$ cat config.mk
export PLATFORM = sky130hd
export DESIGN_NAME = blk_mem_arbiter
export DESIGN_NICKNAME = d
export VERILOG_FILES = /design/src/rtl/blk_mem_arbiter.sv
export SDC_FILE = /design/constraint.sdc
export NUM_CORES = 2
export LEC_CHECK = 0
export BUFFER_PORTS_ARGS = -buffer_cell sky130_fd_sc_hd__buf_4
export CAP_MARGIN = 20
export CORE_AREA = 5 5 540 542
export CTS_BUF_LIST = sky130_fd_sc_hd__clkbuf_8
export DETAILED_ROUTE_END_ITERATION = 8
export DIE_AREA = 0 0 545 547
export GPL_TIMING_DRIVEN = 0
export PLACE_DENSITY_LB_ADDON = 0.12
export SYNTH_ARGS = -nofsm -noshare
export SYNTH_HDL_FRONTEND = slang
export SYNTH_SLANG_ARGS = --single-unit
$ cat constraint.sdc
create_clock -name CLK -period 1.7 [get_ports CLK]
set_input_delay 0.425 -clock CLK [delete_from_list [all_inputs] [get_ports CLK]]
set_output_delay 0.425 -clock CLK [all_outputs]
set_load 0.1 [all_outputs]
$ cat src/rtl/blk_mem_arbiter.sv
// Round-robin arbiter sharing one 256-bit main-memory block port between the
// I-cache refill path and the D-cache refill/writeback path, with a transfer timeout.
module blk_mem_arbiter #(
    parameter int TIMEOUT = 64
) (
    input  logic         CLK,
    input  logic         RESET,
    input  logic         i_req,
    input  logic [31:0]  i_addr,
    output logic         i_ack,
    output logic         i_err,
    output logic [255:0] i_rdata,
    input  logic         d_req,
    input  logic         d_we,
    input  logic [31:0]  d_addr,
    input  logic [255:0] d_wdata,
    output logic         d_ack,
    output logic         d_err,
    output logic [255:0] d_rdata,
    output logic [31:0]  mem_addr,
    output logic         mem_rd,
    output logic         mem_wr,
    output logic [255:0] mem_wdata,
    input  logic [255:0] mem_rdata,
    input  logic         mem_rd_valid,
    input  logic         mem_wr_valid,
    output logic         busy
);
    localparam int TW = $clog2(TIMEOUT) + 1;

    typedef enum logic [2:0] {IDLE, I_RD, D_RD, D_WR, RESP} state_t;

    state_t        state, state_nx;
    logic          last_d;     // 1 when the D side held the most recent grant
    logic [TW-1:0] timer;
    logic          resp_d;     // side being answered in RESP
    logic          resp_err;
    logic          grant_i, grant_d, done, tmo;

    always_ff @(posedge CLK) begin
        if (RESET) state <= IDLE;
        else       state <= state_nx;
    end

    always_comb begin
        state_nx = state;
        grant_i  = 1'b0;
        grant_d  = 1'b0;
        done     = 1'b0;
        tmo      = 1'b0;
        case (state)
            IDLE: begin
                if (i_req && (!d_req || last_d)) begin
                    grant_i  = 1'b1;
                    state_nx = I_RD;
                end else if (d_req) begin
                    grant_d  = 1'b1;
                    state_nx = d_we ? D_WR : D_RD;
                end
            end
            I_RD, D_RD, D_WR: begin
                // only the valid matching the transfer direction completes it
                if ((state == D_WR) ? mem_wr_valid : mem_rd_valid) begin
                    done     = 1'b1;
                    state_nx = RESP;
                end else if (timer == TW'(TIMEOUT - 1)) begin
                    tmo      = 1'b1;
                    state_nx = RESP;
                end
            end
            RESP:    state_nx = IDLE;
            default: state_nx = IDLE;
        endcase
    end

    always_ff @(posedge CLK) begin
        if (RESET) begin
            mem_addr  <= '0;
            mem_wdata <= '0;
            i_rdata   <= '0;
            d_rdata   <= '0;
            timer     <= '0;
            last_d    <= 1'b0;
            resp_d    <= 1'b0;
            resp_err  <= 1'b0;
        end else begin
            if (grant_i) begin
                mem_addr <= i_addr;
                last_d   <= 1'b0;
                resp_d   <= 1'b0;
                timer    <= '0;
            end
            if (grant_d) begin
                mem_addr <= d_addr;
                if (d_we) mem_wdata <= d_wdata;
                last_d   <= 1'b1;
                resp_d   <= 1'b1;
                timer    <= '0;
            end
            if (done) begin
                resp_err <= 1'b0;
                if (state == I_RD) i_rdata <= mem_rdata;
                if (state == D_RD) d_rdata <= mem_rdata;
            end else if (tmo) begin
                resp_err <= 1'b1;
            end else if (state == I_RD || state == D_RD || state == D_WR) begin
                timer <= timer + TW'(1);
            end
        end
    end

    assign mem_rd = (state == I_RD) || (state == D_RD);
    assign mem_wr = (state == D_WR);
    assign busy   = (state != IDLE);
    assign i_ack  = (state == RESP) && !resp_d && !resp_err;
    assign i_err  = (state == RESP) && !resp_d &&  resp_err;
    assign d_ack  = (state == RESP) &&  resp_d && !resp_err;
    assign d_err  = (state == RESP) &&  resp_d &&  resp_err;
endmodule

==> results by group <==
Run status
  – Status: complete, but fails checks
  – Failing checks: negative setup slack

Clock tree
  – CTS tree: done
  – Clock sinks: 812
  – Clock Pin Slew Worst Setup and Hold Paths: 50 ps
  – CTS root buf: clkbuf_8
  – Worst-skew pair later-pin latency: 950 ps
  – CTS buffer count: 178
  – Clock Path Buffers: 4
  – H-tree Lvls: 4

Die
  – Initial Util: 10.3%
  – Die W: 545 µm
  – Io pins: 1390
  – Core area: 286000 µm²
  – Die height: 547 µm
  – Rows: 197
  – Die area: 298000 µm²

Power
  – Seq pwr share: 34.2%
  – Max VDD drop: 0.554 mV
  – Power density over cell area: 1110 nW/µm²
  – Switch share: 40.0%
  – Share of power burned in the clock network: 35.6%
  – Cell Int Power: 36.7 mW
  – Psw: 24.4 mW
  – Leak: 21.7 nW
  – Combinational group share of total power: 30.2%

Detailed routing
  – DR WL/cell: 22.8 µm
  – WL final: 220000 µm
  – Iteration-0 DRC Markers: 1556
  – Routed Antenna Nets: 0
  – Vias per Instance: 3.43
  – Drt drc: 0
  – Vias: 33.1k
  – Total iterations of the first detailed-routing run: 6

Yosys
  – Synth area leaders: dfxtp_1 55%, nand2_1 17%, a21oi_1 9.7%
  – Synth async-reset ratio: 0%
  – Yosys top cell area share: 54.9%
  – Cell area after synthesis: 29600 µm²
  – Compound-Gate Fraction of Synth Area: 17.1%
  – Ys flop type: dfxtp_1
  – Syn_nets: 4121
  – Xor/xnor share of the synthesized area: 0.0296%
  – EDFF count, synth: 0
  – Cell taking the most area after synthesis: dfxtp_1
  – Distinct cell type count after synthesis: 44
  – Main combinational cell family by area after synthesis: simple AND/OR/NAND/NOR gates
  – Synth Instances: 3537
  – Syn. warnings: 0
  – #FFs+latches synth: 812
  – Mean post-synth cell area: 8.37 µm²
  – Simple-gate area share of the yosys netlist: 22.6%
  – Mux share of post-synthesis cell area: 0.101%
  – Post-Synth Adder-Cell Area: 0.0423%
  – Register area share after synthesis: 54.9%

Finish
  – Final Cell Area: 55200 µm²
  – Commonest non-fill, non-tap cell in the layout: buf_4
  – Final #Nets: 6293
  – Most frequent cells in the layout: 1386 x buf_4, 1345 x nand2_1, 793 x dfxtp_1
  – Layout cells sized above 1: 38.4%
  – Synth-to-layout area growth: 86.4%

Timing
  – Hold Worst Slack: 163 ps
  – Setup ws final: -665 ps
  – Max Clock Freq: 423 MHz
  – Slew Viols, Final: 0
  – Worst Tran Pin Value: 1120 ps
  – Final setup violation count: 1610
  – Max transition margin: 25.1%
  – RSZ-0062 raised after global routing: yes
  – Hold Fails Final Rpt: 0
  – Final worst path period need: 2360 ps
  – Setup TNS: -446130 ps
  – Clk_skew: 95.6 ps
  – Final period utilization: 139%

Critical path
  – R2R Setup Slk: -510 ps
  – WS Path Type: flop to output port
  – Worst path arrival time: 1940 ps
  – Data required, critical path: 1270 ps
  – Worst Path Max Fanout: 10
  – Startpoint types: flop
  – Critical Path End Type: output port

Placement
  – Placer Congestion: 0.815
  – Area post-placement: 45000 µm²
  – HPWL reported at the end of detailed placement: 181000 µm
  – Number of port buffers: 1388
  – Worst slack at placement: -1690 ps

Global routing
  – Antenna violations before repair: 107
  – First-pass GRT wire length: 293000 µm
  – Number of global-route vias before repair: 34.6k
  – GRT Overall Usage: 14.0%
  – Overflow after GRT: 0
  – Largest net degree at the start of global routing: 16

Run
  – Max cap viols: 0

Hold path
  – Hold Crit Class: primary input to flop
power by group through the flow:
| stage | combinational (mW) | sequential [mW] | clock, mW |
|---|---|---|---|
| after detailed placement | 17.1 | 21.3 | 0 |
| after global routing | 19.3 | 21.0 | 23.8 |
| after global placement | 17.0 | 21.3 | 0 |
| after CTS | 18.6 | 20.9 | 23.0 |
| after floorplan | 3.61 | 28.9 | 0 |
| final | 18.4 | 20.9 | 21.7 |
final timing paths:
| kind | start | endpoint | cells after the start |
|---|---|---|---|
| max | state[2] | d_ack | 4 |
| min | RESET | timer[5] | 4 |
| max reg2reg | state[1] | mem_wdata[44] | 9 |
| min reg2reg | d_rdata[97] | d_rdata[97] | 2 |
critical path, cell delays in order, from the launching register on:
cell and delay [ps]:
dfxtp_4 420, clkbuf_16 200, nand3_4 100, nor2_4 160
buf_12 190
metal layers:
layer | GRT usage [%] | wire length (µm) | vias up
met1 | 15.1 | 83400 | 15477
met3 | 6.04 | 21700 | 331
met2 | 25.0 | 109000 | 1306
li1 | - | - | 15960
met4 | 3.73 | 5920 | 66
met5 | 0 | 406 | -
flip-flops by register name, summed over array words and instances, names as in the netlist:
| name | flops |
|---|---|
| mem_wdata | 256 |
| timer | 7 |
| resp_err | 1 |
| i_rdata | 256 |
| mem_addr | 32 |
| state | 3 |
| resp_d | 1 |
| d_rdata | 256 |
stage by stage:
stage	std cells	util, %	total power [mW]
final	9662	19.3	61.1
after global routing	9643	19.2	64.2
after floorplan	3537	-	32.5
after global placement	8706	15.7	38.3
after CTS	9596	19.0	62.5
after detailed placement	8712	15.7	38.4
synthesized netlist by cell type (2+ instances only):
cell and count:
buf_4 2, a21boi_0 2, nor2_1 42, buf_12 22
inv_1 2, a21oi_2 200, nand2_2 200, mux2i_1 3
and2_1 2, buf_1 21, a21oi_1 573, a31oi_1 2
clkbuf_1 147, nand2_1 1346, buf_2 80, and3_1 3
nor3_1 3, nand2b_1 5, o211ai_1 2, buf_6 6
a222oi_1 32, nand3_1 8, dfxtp_1 812, nand4_1 2
cell type report:
type	instances	area (µm²)
fillers	32524	231000
repair buffers	1993	16900
flip-flops and latches	812	16300
multi-input cells	2445	11900
well taps	3781	4730
clock buffers	213	2930
plain buffers	277	1780
clock inverters	86	453
diodes	53	133
inverters	2	7.51
kinds of logic after synthesis:
family | Yosys count
simple gates | 1620
compound gates | 820
flops | 812
buf+inv | 280
mux | 3
xor+xnor | 1
fa+ha+maj | 1
timing repair:
action	in CTS	in global routing
endpoints found under the hold margin	808	0
cloned	2	1
setup endpoints to repair	1613	1618
pin swaps	6	8
gates resized for setup	82	147
hold buffers	581	0
buffers inserted	3	11
Power figures use the tool's default switching activity.
